==> config.mk <==
export PLATFORM = sky130hd
export DESIGN_NAME = sram_load_arbiter
export DESIGN_NICKNAME = d
export VERILOG_FILES = /design/src/rtl/sram_load_arbiter.sv
export SDC_FILE = /design/constraint.sdc
export NUM_CORES = 1
export LEC_CHECK = 0
export ABC_CLOCK_PERIOD_IN_PS = 2400
export BUFFER_PORTS_ARGS = -buffer_cell sky130_fd_sc_hd__clkbuf_2
export CORE_MARGIN = 3
export CORE_UTILIZATION = 30
export CTS_BUF_LIST = sky130_fd_sc_hd__clkbuf_4 sky130_fd_sc_hd__clkbuf_8
export CTS_CLUSTER_DIAMETER = 40
export DETAILED_ROUTE_END_ITERATION = 16
export MAX_ROUTING_LAYER = met4
export SYNTH_ARGS = -nofsm -noshare
export SYNTH_HDL_FRONTEND = slang
export SYNTH_SLANG_ARGS = --single-unit
export TNS_END_PERCENT = 30
==> constraint.sdc <==
create_clock -name CLK -period 2.4 [get_ports CLK]
set_input_delay 0.12 -clock CLK [delete_from_list [all_inputs] [get_ports CLK]]
set_output_delay 0.12 -clock CLK [all_outputs]
set_load 0.02 [all_outputs]
==> src/rtl/sram_load_arbiter.sv <==
// Loads a byte stream into an asynchronous SRAM while sharing the RAM with a console.
// The console gets the RAM whenever no write cycle (setup/strobe/hold) is in flight.
module sram_load_arbiter #(
  parameter int unsigned WR_PULSE = 2
) (
  input  logic        CLK,
  input  logic        RST,
  input  logic        LD_START,
  input  logic [14:0] LD_BASE,
  input  logic [14:0] LD_LEN,
  input  logic [7:0]  LD_DATA,
  input  logic        LD_VALID,
  output logic        LD_READY,
  output logic        LD_DONE,
  output logic        BUSY,
  input  logic        CON_PSEN,
  input  logic [14:0] CON_A,
  output logic        CON_GRANT,
  output logic [14:0] RAMA,
  output logic [7:0]  RAMD_OUT,
  output logic        RAMD_OE,
  output logic        RAMWE,
  output logic        RAMOE,
  output logic        RAMCS
);

  typedef enum logic [2:0] {
    StIdle,
    StArmed,
    StSetup,
    StStrobe,
    StHold,
    StDone
  } state_e;

  localparam logic [3:0] PulseLast = 4'(WR_PULSE - 1);

  state_e      state_q, state_d;
  logic [14:0] addr_q, addr_d;
  logic [14:0] cnt_q, cnt_d;
  logic [7:0]  data_q, data_d;
  logic [3:0]  pulse_q, pulse_d;
  logic        sync1_q, sync2_q;

  logic [14:0] rama_q, rama_d;
  logic        ramwe_q, ramwe_d;
  logic        ramoe_q, ramoe_d;
  logic        ramcs_q, ramcs_d;
  logic        ramd_oe_q, ramd_oe_d;
  logic        grant_q, grant_d;

  logic con_req;
  logic accept;
  logic write_d;

  assign con_req  = ~sync2_q;
  assign LD_READY = (state_q == StArmed) && !con_req;
  assign accept   = LD_READY && LD_VALID;
  assign LD_DONE  = (state_q == StDone);
  assign BUSY     = (state_q inside {StArmed, StSetup, StStrobe, StHold});

  assign RAMA      = rama_q;
  assign RAMD_OUT  = data_q;
  assign RAMD_OE   = ramd_oe_q;
  assign RAMWE     = ramwe_q;
  assign RAMOE     = ramoe_q;
  assign RAMCS     = ramcs_q;
  assign CON_GRANT = grant_q;

  always_ff @(posedge CLK) begin
    if (RST) begin
      state_q   <= StIdle;
      addr_q    <= '0;
      cnt_q     <= '0;
      data_q    <= '0;
      pulse_q   <= '0;
      sync1_q   <= 1'b1;
      sync2_q   <= 1'b1;
      rama_q    <= '0;
      ramwe_q   <= 1'b1;
      ramoe_q   <= 1'b1;
      ramcs_q   <= 1'b1;
      ramd_oe_q <= 1'b0;
      grant_q   <= 1'b0;
    end else begin
      state_q   <= state_d;
      addr_q    <= addr_d;
      cnt_q     <= cnt_d;
      data_q    <= data_d;
      pulse_q   <= pulse_d;
      sync1_q   <= CON_PSEN;
      sync2_q   <= sync1_q;
      rama_q    <= rama_d;
      ramwe_q   <= ramwe_d;
      ramoe_q   <= ramoe_d;
      ramcs_q   <= ramcs_d;
      ramd_oe_q <= ramd_oe_d;
      grant_q   <= grant_d;
    end
  end

  always_comb begin
    state_d = state_q;
    addr_d  = addr_q;
    cnt_d   = cnt_q;
    data_d  = data_q;
    pulse_d = pulse_q;
    unique case (state_q)
      StIdle: begin
        if (LD_START) begin
          if (LD_LEN != '0) begin
            addr_d  = LD_BASE;
            cnt_d   = LD_LEN;
            state_d = StArmed;
          end else begin
            state_d = StDone;
          end
        end
      end
      StArmed: begin
        if (accept) begin
          data_d  = LD_DATA;
          state_d = StSetup;
        end
      end
      StSetup: begin
        pulse_d = PulseLast;
        state_d = StStrobe;
      end
      StStrobe: begin
        if (pulse_q == '0) begin
          state_d = StHold;
        end else begin
          pulse_d = pulse_q - 4'd1;
        end
      end
      StHold: begin
        addr_d  = addr_q + 15'd1;
        cnt_d   = cnt_q - 15'd1;
        state_d = (cnt_q == 15'd1) ? StDone : StArmed;
      end
      StDone: state_d = StIdle;
      default: state_d = StIdle;
    endcase
  end

  // Output registers are fed from the next state so they line up with state_q.
  always_comb begin
    write_d   = (state_d inside {StSetup, StStrobe, StHold});
    rama_d    = addr_d;
    ramwe_d   = 1'b1;
    ramoe_d   = 1'b1;
    ramcs_d   = 1'b1;
    ramd_oe_d = 1'b0;
    grant_d   = 1'b0;
    if (write_d) begin
      ramcs_d   = 1'b0;
      ramd_oe_d = 1'b1;
      ramwe_d   = (state_d != StStrobe);
    end else if (con_req) begin
      grant_d = 1'b1;
      rama_d  = CON_A;
      ramoe_d = 1'b0;
      ramcs_d = 1'b0;
    end
  end

endmodule
==> metrics.txt <==
Initial DRC Count=230; top area cells in the synthesized netlist=dfxtp_1, nor2_1, nand2_1, a21oi_1, o21ai_0; gr usage total=about 17%; initial antenna violation count=0; Synth warnings=0; syn avg cell area=about 8.2 sq um; post-route setup slack=about 0.16 ns; ys async rst share=0%; relative slew slack=a little under half; # nets final=roughly 570; area fraction of the dominant cell type after synthesis=42.1%; startpoint types=input pin; endpoint class of the critical path=register; routability cong.=between 0.8 and 0.9; cells after synthesis=390; DRT Pass-1 Iters=4; Final min period=2.24 ns; H-tree Lvls=3; fin crit share=around 94%; Core ar.=10000 sq um; Residual DRC=0; clock network fraction of total power=37.7%; P_int=roughly 2.1 mW; Net Switching=798 uW; die area=11900 sq um; n_diodes=0; Final HPWL DP=7090 microns; Hold Worst Slack=about 0.018 ns; slowest CP cell=dlygate4sd3_1; sw frac=27.8%; worst-path cell chain=dlygate4sd3_1 -> clkbuf_2 -> nor4_1 -> and4_1 -> nor2_1 -> buf_4 -> a221oi_1 -> o21ai_1; met1 wire length=4420 microns; Sequential Power Share=43.6%; Post-Syn Area=3190 sq um; Port Buffer Count=88; Comb pwr share=18.6%; Routed Antenna Nets=0; routed wire length=roughly 9500 microns; Placement Setup Slack=0.246 ns; Starting Density=approximately a third; cts hold-fix bufs=20; status=complete, no violations; Fin Setup TNS=0 ns; global-route wire length before repair=15300 microns; fraction of layout cells with a size suffix above 1=26.7%; number of max-cap violations=0; Root Buffer Master=clkbuf_8; Pwr Density=673 nW/um^2; VDD IR-drop max=roughly 0.34 mV; fin cells=642; number of global-route vias before repair=about 3100; Yosys reg bits=67; clock buffer depth=2; achievable clock frequency=446 MHz; Area Overhead vs Synth=34.0%; HP Class=in2reg; Core Rows=36; Req. time, crit path=2.63 ns; Post-synth EDFFs=0; Hold Fails Final Rpt=0; Synth Net Count=453; Netlist cell types=56; die height=roughly 110 microns; leakage power total=approximately 1.8 nW; Synth Flop Type=dfxtp_1; Post-synth top cells=dfxtp_1, nor2_1, nand2_1; final setup fails=0; io pins=between 80 and 90; vias per cell=5.03; post_cts resized=0; total power=2.88 mW; final core occ=42.5%; crit-path max cell delay=0.54 ns; wire length per cell=14.8 microns; Routed met2 length=4410 microns; met3 wire len=between 400 and 500 microns; Top Layer Used=met4; crit path kind=in2reg; clock skew=0.0103 ns; Worst Tran Pin Value=0.790 ns; Max Slew Vio Count=0; Clk pin slew, worst setup/hold paths=0.07 ns; post-route cell area=between 4000 and 5000 sq um; Placed Instances=~600; RSZ-0062 raised after global routing=no; sequential share of the synthesized area=between 40% and 50%; clock latency on the worst-skew pair=approximately 0.35 ns; CP max FO=8; Area after DPL=3840 sq um; CTS buffer count=9; vias=between 3000 and 4000; TritonCTS clock tree=yes; grt ovf=0; post-CTS setup buffers=0; largest net degree at the start of global routing=~50; Critical Path AT=between 2 and 2.5 ns; clk sinks=67; post-synth top area cell=dfxtp_1; Die Span X=109 microns; count leader, synth=dfxtp_1
==> logic make-up after synthesis <==
kind of cell / Yosys count / share of synthesized area [%]
AOI/OAI and AO/OA: 101 / 20.2
xor gates and xnor gates: 4 / 1.10
adders and majority gates: 5 / 1.96
buffers and inverters: 32 / 3.89
DFF: 67 / 42.1
muxes: 13 / 4.20
and+or+nand+nor: 168 / 26.6
==> registers in the layout (all words and copies together), names as in the netlist, 3 cells and up <==
register	cells
pulse_q	4
cnt_q	15
RAMD_OUT	8
addr_q	15
RAMA	15
state_q	3
==> placed cells by master, fill, tap and decap left out, drive strengths merged, types with 8 or more instances in the layout <==
| master | netlist | final |
|---|---|---|
| nand2 | 38 | 38 |
| dlygate4sd3 | 0 | 20 |
| nor2 | 52 | 52 |
| nor4 | 12 | 12 |
| a31oi | 12 | 12 |
| nand3 | 11 | 11 |
| dfxtp | 67 | 67 |
| a21oi | 26 | 26 |
| nor3 | 13 | 13 |
| o21ai | 24 | 24 |
| mux2i | 10 | 10 |
| inv | 9 | 9 |
| a211oi | 8 | 8 |
| clkbuf | 18 | 100 |
| buf | 4 | 17 |
==> area by class of cell <==
class / instances / area, sq um
Fill cell: 1010 / 5770
Multi-Input combinational cell: 291 / 1730
Sequential cell: 67 / 1340
Timing Repair Buffer: 125 / 768
Tap cell: 133 / 166
Clock buffer: 12 / 159
Clock inverter: 4 / 72.6
Inverter: 10 / 37.5
==> worst max-delay path, delay by kind of cell <==
| family | cells | cell delay [ns] |
|---|---|---|
| AND/OR/NAND/NOR | 3 | 1.08 |
| buffers and inverters | 3 | 0.84 |
| AO/OA/AOI/OAI | 2 | 0.43 |
==> path summary, 6_finish.rpt <==
kind	startpoint	endpoint	slack, ns	depth (start not counted)
max	LD_LEN[1]	RAMA[7]$_SDFF_PP0_	0.16	8
min	LD_DATA[7]	RAMD_OUT[7]$_SDFFE_PP0P_	0.02	3
max reg2reg	state_q[1]$_SDFF_PP0_	cnt_q[13]$_SDFFE_PP0P_	0.21	7
min reg2reg	sync1_q$_SDFF_PP1_	sync2_q$_SDFF_PP1_	0.41	1
==> power by group through the flow <==
| stage | Combinational [mW] | Clock, mW | Sequential, mW |
|---|---|---|---|
| after floorplan | 0.276 | 0 | 1.31 |
| after CTS | 0.539 | 1.12 | 1.25 |
| after global routing | 0.590 | 1.16 | 1.27 |
| after detailed placement | 0.511 | 0 | 1.28 |
| after global placement | 0.506 | 0 | 1.28 |
| final | 0.536 | 1.08 | 1.25 |
==> layer usage <==
layer  vias to the layer above  global-route usage [%]
li1                       1648                       -
met2                        86                    26.6
met1                      1481                    21.6
met5                         -                       -
met3                        16                    4.26
met4                         0                    5.50
(Power assumes the default switching activity.)
